**src/rtl/spi_master_pkg.sv**
```systemverilog
// -----------------------------------------------------------------------------
// spi_pkg : shared definitions for the byte-oriented SPI initiator.
//
// Contents
//   SPI_BYTE_W          : bits per SPI frame (8)
//   SPI_CLK_DIV_DEFAULT : default clk cycles per sck half-period
//   SPI_DIV_W           : width of the half-period counter (CLK_DIV <= 255)
//   spi_state_e         : FSM state encoding
//
// Build option
//   SPI_MASTER_BURST_EN : adds the HELD state (select kept low between
//                         bytes) and SWITCH (select release gap when the
//                         burst moves to another peripheral).
// -----------------------------------------------------------------------------
package spi_pkg;

    localparam int SPI_BYTE_W          = 8;
    localparam int SPI_CLK_DIV_DEFAULT = 4;
    localparam int SPI_DIV_W           = 8;

    typedef enum logic [2:0] {
        ST_IDLE,
        ST_LOW,
        ST_HIGH,
`ifdef SPI_MASTER_BURST_EN
        ST_TAIL,
        ST_HELD,
        ST_SWITCH
`else
        ST_TAIL
`endif
    } spi_state_e;

endpackage

```
**src/rtl/spi_master_if.sv**
```systemverilog
// -----------------------------------------------------------------------------
// spi_master_if : processor-side start/busy/done handshake of spi_master.
//
// Signals
//   start   : request a byte transfer (taken only while busy = 0)
//   tx_data : byte to send, latched on acceptance
//   ss_sel  : target peripheral index, latched on acceptance
//   hold    : (SPI_MASTER_BURST_EN only) keep the select low after this byte
//   busy    : transfer in progress
//   done    : one-cycle end-of-transfer pulse
//   rx_data : received byte, valid from done until the next done
//
// Modports
//   master : the requester (processor / bench)
//   slave  : the spi_master block itself
// -----------------------------------------------------------------------------
interface spi_master_if #(
    parameter int SS_W = 2
) ();
    import spi_pkg::*;

    logic                  start;
    logic [SPI_BYTE_W-1:0] tx_data;
    logic [SS_W-1:0]       ss_sel;
`ifdef SPI_MASTER_BURST_EN
    logic                  hold;
`endif
    logic                  busy;
    logic                  done;
    logic [SPI_BYTE_W-1:0] rx_data;

`ifdef SPI_MASTER_BURST_EN
    modport master (output start, tx_data, ss_sel, hold, input busy, done, rx_data);
    modport slave  (input start, tx_data, ss_sel, hold, output busy, done, rx_data);
`else
    modport master (output start, tx_data, ss_sel, input busy, done, rx_data);
    modport slave  (input start, tx_data, ss_sel, output busy, done, rx_data);
`endif

endinterface

```
**src/rtl/spi_clk_div.sv**
```systemverilog
// -----------------------------------------------------------------------------
// spi_clk_div : loadable half-period counter for spi_master.
//
// Ports
//   clk       : system clock
//   rst_n     : asynchronous active-low reset (counter cleared)
//   load      : restart the phase; asserted on every FSM state change
//   phase_end : high during the last clk cycle of the current phase
//
// After a load the counter holds DIV-1 and counts down; phase_end is the
// zero count, so each phase lasts exactly DIV cycles (DIV = 1 gives a
// permanently asserted phase_end).
// -----------------------------------------------------------------------------
module spi_clk_div
    import spi_pkg::*;
#(
    parameter int DIV = SPI_CLK_DIV_DEFAULT
) (
    input  logic clk,
    input  logic rst_n,
    input  logic load,
    output logic phase_end
);

    localparam logic [SPI_DIV_W-1:0] RELOAD = SPI_DIV_W'(DIV - 1);

    logic [SPI_DIV_W-1:0] cnt_reg;
    logic [SPI_DIV_W-1:0] cnt_next;

    always_comb begin
        cnt_next = cnt_reg;
        if (load) begin
            cnt_next = RELOAD;
        end else if (cnt_reg != '0) begin
            cnt_next = cnt_reg - 1'b1;
        end
    end

    always_ff @(posedge clk or negedge rst_n) begin
        if (!rst_n) begin
            cnt_reg <= '0;
        end else begin
            cnt_reg <= cnt_next;
        end
    end

    assign phase_end = (cnt_reg == '0);

endmodule

```
**src/rtl/spi_master.sv**
```systemverilog
// -----------------------------------------------------------------------------
// spi_master : byte-oriented SPI initiator (mode 0, sck idles low).
//
// Ports
//   clk    : system clock
//   rst_n  : asynchronous active-low reset
//   bus    : spi_master_if.slave handshake (start/tx_data/ss_sel in,
//            busy/done/rx_data out)
//   sck    : SPI clock, idles low, CLK_DIV clk cycles per half-period
//   mosi   : serial data out, MSB first, changes only on sck falling edges
//            or at acceptance
//   miso   : serial data in, LSB first, already synchronous to clk
//   ss_n   : active-low selects, at most one low, change only while sck = 0
//
// Parameters
//   CLK_DIV : clk cycles per sck half-period (1..255)
//   SS_W    : width of ss_sel; 2**SS_W select lines
//
// Build option
//   SPI_MASTER_BURST_EN : adds bus.hold and the HELD/SWITCH states so a
//                         select can stay low across several bytes.
//
// Frame timing from the acceptance edge T0: sck rises at T0+CLK_DIV*(2k+1)
// for k = 0..7, and done / select release happen at T0+17*CLK_DIV.
// All SPI pins are registered so peripherals that gate their clock with
// (!ss & sck) never see glitches.
// -----------------------------------------------------------------------------
module spi_master
    import spi_pkg::*;
#(
    parameter  int CLK_DIV = SPI_CLK_DIV_DEFAULT,
    parameter  int SS_W    = 2,
    localparam int NUM_SS  = 2 ** SS_W
) (
    input  logic              clk,
    input  logic              rst_n,
    spi_master_if.slave       bus,
    output logic              sck,
    output logic              mosi,
    input  logic              miso,
    output logic [NUM_SS-1:0] ss_n
);

    spi_state_e            state_reg,    state_next;
    logic [2:0]            bit_idx_reg,  bit_idx_next;
    logic [SPI_BYTE_W-1:0] tx_shift_reg, tx_shift_next;
    logic [SPI_BYTE_W-1:0] rx_shift_reg, rx_shift_next;
    logic [SPI_BYTE_W-1:0] rx_data_reg,  rx_data_next;
    logic [SS_W-1:0]       sel_reg,      sel_next;
    logic                  sck_reg,      sck_next;
    logic                  mosi_reg,     mosi_next;
    logic                  busy_reg,     busy_next;
    logic                  done_reg,     done_next;
    logic [NUM_SS-1:0]     ss_n_reg,     ss_n_next;
`ifdef SPI_MASTER_BURST_EN
    logic                  hold_reg,     hold_next;
    logic [NUM_SS-1:0]     cur_sel_n;
`endif

    logic [NUM_SS-1:0] req_sel_n;
    logic              phase_end;
    logic              div_load;

    // Active-low one-hot decode of the requested select
    genvar gi;
    for (gi = 0; gi < NUM_SS; gi++) begin : g_req_dec
        assign req_sel_n[gi] = (bus.ss_sel != SS_W'(gi));
    end

`ifdef SPI_MASTER_BURST_EN
    // Decode of the latched select, used when SWITCH re-asserts it
    for (gi = 0; gi < NUM_SS; gi++) begin : g_cur_dec
        assign cur_sel_n[gi] = (sel_reg != SS_W'(gi));
    end
`endif

    // Every state entry starts a fresh CLK_DIV-cycle phase
    assign div_load = (state_next != state_reg);

    spi_clk_div #(
        .DIV (CLK_DIV)
    ) u_clk_div (
        .clk       (clk),
        .rst_n     (rst_n),
        .load      (div_load),
        .phase_end (phase_end)
    );

    // ---------------- state and output registers ----------------
    always_ff @(posedge clk or negedge rst_n) begin
        if (!rst_n) begin
            state_reg    <= ST_IDLE;
            bit_idx_reg  <= '0;
            tx_shift_reg <= '0;
            rx_shift_reg <= '0;
            rx_data_reg  <= '0;
            sel_reg      <= '0;
            sck_reg      <= 1'b0;
            mosi_reg     <= 1'b0;
            busy_reg     <= 1'b0;
            done_reg     <= 1'b0;
            ss_n_reg     <= '1;
`ifdef SPI_MASTER_BURST_EN
            hold_reg     <= 1'b0;
`endif
        end else begin
            state_reg    <= state_next;
            bit_idx_reg  <= bit_idx_next;
            tx_shift_reg <= tx_shift_next;
            rx_shift_reg <= rx_shift_next;
            rx_data_reg  <= rx_data_next;
            sel_reg      <= sel_next;
            sck_reg      <= sck_next;
            mosi_reg     <= mosi_next;
            busy_reg     <= busy_next;
            done_reg     <= done_next;
            ss_n_reg     <= ss_n_next;
`ifdef SPI_MASTER_BURST_EN
            hold_reg     <= hold_next;
`endif
        end
    end

    // ---------------- next-state logic ----------------
    always_comb begin
        state_next = state_reg;
        case (state_reg)
            ST_IDLE: begin
                if (bus.start) state_next = ST_LOW;
            end
            ST_LOW: begin
                if (phase_end) state_next = ST_HIGH;
            end
            ST_HIGH: begin
                if (phase_end) state_next = (bit_idx_reg == 3'd7) ? ST_TAIL : ST_LOW;
            end
            ST_TAIL: begin
`ifdef SPI_MASTER_BURST_EN
                if (phase_end) state_next = hold_reg ? ST_HELD : ST_IDLE;
`else
                if (phase_end) state_next = ST_IDLE;
`endif
            end
`ifdef SPI_MASTER_BURST_EN
            ST_HELD: begin
                if (bus.start) begin
                    state_next = (bus.ss_sel == sel_reg) ? ST_LOW : ST_SWITCH;
                end else if (!bus.hold) begin
                    state_next = ST_IDLE;
                end
            end
            ST_SWITCH: begin
                if (phase_end) state_next = ST_LOW;
            end
`endif
            default: state_next = ST_IDLE;
        endcase
    end

    // ---------------- output / datapath logic ----------------
    always_comb begin
        bit_idx_next  = bit_idx_reg;
        tx_shift_next = tx_shift_reg;
        rx_shift_next = rx_shift_reg;
        rx_data_next  = rx_data_reg;
        sel_next      = sel_reg;
        sck_next      = sck_reg;
        mosi_next     = mosi_reg;
        busy_next     = busy_reg;
        done_next     = 1'b0;
        ss_n_next     = ss_n_reg;
`ifdef SPI_MASTER_BURST_EN
        hold_next     = hold_reg;
`endif
        case (state_reg)
            ST_IDLE: begin
                if (bus.start) begin
                    tx_shift_next = bus.tx_data;
                    mosi_next     = bus.tx_data[SPI_BYTE_W-1];
                    sel_next      = bus.ss_sel;
                    bit_idx_next  = '0;
                    busy_next     = 1'b1;
                    ss_n_next     = req_sel_n;
`ifdef SPI_MASTER_BURST_EN
                    hold_next     = bus.hold;
`endif
                end
            end
            ST_LOW: begin
                // miso is sampled in the last low cycle, i.e. just before
                // the rising edge the peripheral uses to advance it
                if (phase_end) begin
                    rx_shift_next[bit_idx_reg] = miso;
                    sck_next = 1'b1;
                end
            end
            ST_HIGH: begin
                if (phase_end) begin
                    sck_next = 1'b0;
                    if (bit_idx_reg != 3'd7) begin
                        bit_idx_next  = bit_idx_reg + 3'd1;
                        mosi_next     = tx_shift_reg[SPI_BYTE_W-2];
                        tx_shift_next = {tx_shift_reg[SPI_BYTE_W-2:0], 1'b0};
                    end
                end
            end
            ST_TAIL: begin
                // The extra low phase keeps the select asserted for a full
                // half-period after the last falling edge
                if (phase_end) begin
                    done_next    = 1'b1;
                    busy_next    = 1'b0;
                    rx_data_next = rx_shift_reg;
                    ss_n_next    = '1;
`ifdef SPI_MASTER_BURST_EN
                    if (hold_reg) ss_n_next = ss_n_reg;
`endif
                end
            end
`ifdef SPI_MASTER_BURST_EN
            ST_HELD: begin
                if (bus.start) begin
                    tx_shift_next = bus.tx_data;
                    mosi_next     = bus.tx_data[SPI_BYTE_W-1];
                    sel_next      = bus.ss_sel;
                    bit_idx_next  = '0;
                    busy_next     = 1'b1;
                    hold_next     = bus.hold;
                    // Moving to another peripheral: drop the old select
                    // first, SWITCH asserts the new one after CLK_DIV cycles
                    if (bus.ss_sel != sel_reg) ss_n_next = '1;
                end else if (!bus.hold) begin
                    ss_n_next = '1;
                end
            end
            ST_SWITCH: begin
                if (phase_end) ss_n_next = cur_sel_n;
            end
`endif
            default: ;
        endcase
    end

    assign sck         = sck_reg;
    assign mosi        = mosi_reg;
    assign ss_n        = ss_n_reg;
    assign bus.busy    = busy_reg;
    assign bus.done    = done_reg;
    assign bus.rx_data = rx_data_reg;

endmodule

```
**src/flat_wrapper.sv**
```systemverilog
// flat-port wrapper written by rule: the top's interface ports become plain ports
module spi_master_flat import spi_pkg::*;
#(
    parameter  int CLK_DIV = SPI_CLK_DIV_DEFAULT,
    parameter  int SS_W    = 2,
    localparam int NUM_SS  = 2 ** SS_W
)
  (clk, rst_n, sck, mosi, miso, ss_n, bus_start, bus_tx_data, bus_ss_sel, bus_busy, bus_done, bus_rx_data);
  spi_master_if #(.SS_W(SS_W)) bus_i ();
  input  logic clk;
  input  logic rst_n;
  output logic sck;
  output logic mosi;
  input  logic miso;
  output logic [NUM_SS-1:0] ss_n;
  input wire logic [$bits(bus_i.start)-1:0] bus_start;
  input wire logic [$bits(bus_i.tx_data)-1:0] bus_tx_data;
  input wire logic [$bits(bus_i.ss_sel)-1:0] bus_ss_sel;
  output wire logic [$bits(bus_i.busy)-1:0] bus_busy;
  output wire logic [$bits(bus_i.done)-1:0] bus_done;
  output wire logic [$bits(bus_i.rx_data)-1:0] bus_rx_data;
  assign bus_i.start = bus_start;
  assign bus_i.tx_data = bus_tx_data;
  assign bus_i.ss_sel = bus_ss_sel;
  assign bus_busy = bus_i.busy;
  assign bus_done = bus_i.done;
  assign bus_rx_data = bus_i.rx_data;
  spi_master #(.CLK_DIV(CLK_DIV), .SS_W(SS_W)) u_core (.clk(clk), .rst_n(rst_n), .bus(bus_i), .sck(sck), .mosi(mosi), .miso(miso), .ss_n(ss_n));
endmodule
```
**config.mk**
```make
export PLATFORM = sky130hd
export DESIGN_NAME = spi_master_flat
export DESIGN_NICKNAME = d
export VERILOG_FILES = /design/src/rtl/spi_master_pkg.sv /design/src/rtl/spi_master_if.sv /design/src/rtl/spi_clk_div.sv /design/src/rtl/spi_master.sv /design/src/flat_wrapper.sv
export SDC_FILE = /design/constraint.sdc
export NUM_CORES = 1
export LEC_CHECK = 0
export ABC_AREA = 1
export CAP_MARGIN = 20
export CORE_MARGIN = 5
export CORE_UTILIZATION = 50
export CTS_BUF_LIST = sky130_fd_sc_hd__clkbuf_4
export CTS_CLUSTER_SIZE = 12
export DETAILED_ROUTE_END_ITERATION = 8
export GPL_ROUTABILITY_DRIVEN = 0
export GPL_TIMING_DRIVEN = 0
export HOLD_SLACK_MARGIN = 0.05
export PLACE_DENSITY = 0.78
export SLEW_MARGIN = 30
export SYNTH_ARGS = -nofsm -noshare
export SYNTH_HDL_FRONTEND = slang
export SYNTH_HIERARCHICAL = 1
export SYNTH_SLANG_ARGS = --single-unit
export TNS_END_PERCENT = 20
```
**constraint.sdc**
```tcl
create_clock -name clk -period 5.45 [get_ports clk]
set_input_delay 1.09 -clock clk [delete_from_list [all_inputs] [get_ports clk]]
set_output_delay 1.09 -clock clk [all_outputs]
set_load 0.02 [all_outputs]
```
==> results.md <==
* RSZ-0062 raised after global routing: no
* Final setup viols at 0
* Final nets at 336
* Comb pwr share at 21.3%
* Fraction of power spent switching nets at 29.9%
* Detailed-route via count at 1864
* Largest delay contributor family on the critical path: buffers and inverters
* Status: finished clean
* Power per Cell Area at 289 nW/um2
* Maximum fanout along the worst path at 2
* Fraction of layout cells with a size suffix above 1 at 10.9%
* DRC at 0
* Commonest cells in the netlist: 108 x nand2_1, 44 x nand3_1, 41 x dfrtp_1
* Antenna diodes at 0
* CTS buffer count at 5
* Area Growth Syn to Fin at 18.8%
* Synth Net Count at 301
* DP Cell Count at 364
* First drt pass iteration count at 4
* Post-synthesis mux area share at 0%
* Clock buffer depth at 2
* Largest family of logic cells by synthesized area: simple AND/OR/NAND/NOR gates
* FMAX at 0.385 GHz
* DP HPWL at 3120 um
* H-tree levels at 2
* Routed wire length per instance at 11.5 um
* Clock skew at 0.0119 ns
* CP arrival at 1.51 ns
* Post-synth top area cell: dfrtp_1
* Pre-CTS setup slack at 2.74 ns
* Hold depth at 2
* Worst Setup End Kind: output port
* Part of the power in registers at 51.8%
* HP Class: register to register
* Min-delay src: u_core/bus.rx_data[6]$_DFFE_PN0P_
* Min-Delay Endpoint: u_core/bus.rx_data[6]$_DFFE_PN0P_
* Clock Tree Root: clkbuf_4
* Setup WS post-layout at 2.85 ns
* Clock transition at path regs at 0.14 ns
* Final TNS setup at 0 ns
* Setup Fix Bufs, Post-CTS at 0
* Adder-cell share of the synthesized area at 1.66%
* I/O Buffers at 28
* Synth Area in Compound Gates at 4.31%
* Final Hold Viols at 0
* Worst r2r src: u_core/u_clk_div/cnt_reg[0]$_DFFE_PN0P_
* Clock sink count at 45
* WL final at 4270 um
* Area of the core at 4380 um2
* ANT nets after route at 0
* Ys flop type: dfrtp_1
* Worst path slowest cell: clkdlybuf4s50_1
* Static Leak at 0.00130 uW
* Hold_ws at 0.495 ns
* Vias in the first global route at 1798
* Synthesized area at 2260 um2
* Cts repair resizes at 0
* Post-Syn Instances at 284
* Post-synth EDFFs at 0
* Most frequent cell after synthesis: nand2_1
* Max-cap violations at 0
* Fin crit share at 47.6%
* Reg2reg setup slack at 3.18 ns
* Worst-skew pair later-pin latency at 0.36 ns
* Crit start category: register
* Crit path required time at 4.36 ns
* Critical path buffer and inverter count at 1
* Synth async-reset ratio at 100%
* Worst-margin pin slew at 0.553 ns
* Register area share after synthesis at 49.9%
* Largest net degree at the start of global routing at 46
* Number of DRC markers in iteration 0 at 146
* Maximum VDD drop at 141 uV
* NetSw at 233 uW
* Slew headroom at 63.1%
* DIE AREA at 5980 um2
* Worst r2r dst: u_core/u_clk_div/cnt_reg[7]$_DFFE_PN0P_
* All-Layer GR Usage at 15.7%
* Hold Buf Count CTS at 0
* Worst path cell trace: clkdlybuf4s50_1
* R2R cell count at 12
* Min Tclk post-route at 2.60 ns
* Slowest Stage Delay on Critical Path at 0.59 ns
* Final cell count without fillers at 372
* First-pass GRT wire length at 7790 um
* IO Pins at 30
* Synth warn at 6
* Yosys cell types at 27
* Cell Rows at 24
* Initial Util at 51.7%
* Post-layout util at 61.4%
* Clock Power Share at 26.9%
* Max Slew Vio Count at 0
* Synth Area in XOR/XNOR at 0.387%
* Post-synthesis simple-gate area fraction at 37.2%
* CP Launch Point: u_core/ss_n[2]$_DFFE_PN1P_
* Vias per cell at 5.01
* # fillers at 395
* CTS tree: built
* Worst setup path class: register to output port
* Initial antenna violation count at 0
* Post-synth top area share at 45.3%
* Height of the die at 77.3 um
* Int Power at 545 uW
* Synth area leaders: dfrtp_1 45%, nand2_1 18%, nand3_1 9.7%, dfstp_2 4.6%, inv_1 3.8%
* Remaining Overflow, GRT at 0
* Mapped Avg Cell Area at 7.97 um2
* Die width at 77.3 um
* Flops & latches, synth at 45
## placed cells by master (no fill, tap or decap), types with 3 or more instances in the layout
| cell | netlist | final |
|---|---|---|
| o21ai_0 | 3 | 3 |
| nand3_1 | 44 | 44 |
| nor2_1 | 20 | 20 |
| inv_1 | 23 | 23 |
| a21oi_1 | 3 | 3 |
| buf_2 | 4 | 4 |
| clkbuf_4 | 0 | 5 |
| clkdlybuf4s50_1 | 0 | 27 |
| nor2_4 | 4 | 4 |
| buf_4 | 4 | 5 |
| ha_1 | 3 | 3 |
| nand2_1 | 108 | 108 |
| o21ai_2 | 4 | 4 |
| o211ai_1 | 3 | 3 |
| dfstp_2 | 4 | 4 |
| dfrtp_1 | 41 | 41 |
## layer usage
layer,part of all wire [%],wire [um],vias up,GRT usage (%)
li1,-,-,972,-
met1,49,2080,838,21.6
met2,45,1900,50,24.1
met3,6.1,260,4,5.04
met4,0.59,25,0,4.47
met5,0,0,-,0
## through the flow
| stage | power [uW] | instance area (um2) |
|---|---|---|
| 2_1_floorplan | 513 | 2260 |
| 3_3_place_gp | 573 | 2610 |
| 3_5_place_dp | 577 | 2610 |
| 4_1_cts | 785 | 2690 |
| 5_1_grt | 828 | 2690 |
| 6_report | 778 | 2690 |
## power by group through the flow
stage	registers (uW)	logic (uW)	clock network, uW
floorplan	422	91.0	0
global placement	409	164	0
detailed placement	410	167	0
CTS	403	168	215
global route	409	186	232
finish	403	166	209
## area by class of cell
type                    instances  area, um2  area share [%]
inverters                      24       90.1            3.35
repair buffers                 28        278            10.3
flip-flops and latches         45       1130            42.0
clock buffers                   5       37.5            1.39
clock inverters                 3       46.3            1.72
plain buffers                   9       53.8            2.00
multi-input cells             206        990            36.8
well taps                      52       65.1            2.42
## kinds of logic after synthesis
kind of cell,Yosys count
other,1
XOR/XNOR,1
buffers and inverters,33
flip-flops,45
AO/OA/AOI/OAI,15
AND/OR/NAND/NOR,186
adder cells (fa/ha/maj),3
## worst max-delay path by stage
stage / depth (start not counted) / endpoint / slack (ns)
2_1_floorplan: 7 / u_core/u_clk_div/cnt_reg[3]$_DFFE_PN0P_ / 3.40
3_3_place_gp: 1 / u_core/bus.rx_data[3]$_DFFE_PN0P_ / 2.06
3_5_place_dp: 8 / u_core/u_clk_div/cnt_reg[4]$_DFFE_PN0P_ / 2.74
4_1_cts: 1 / ss_n[3] / 2.83
5_1_grt: 1 / ss_n[2] / 2.80
6_report: 1 / ss_n[2] / 2.85
No activity file was read; power rests on OpenSTA's default activity.
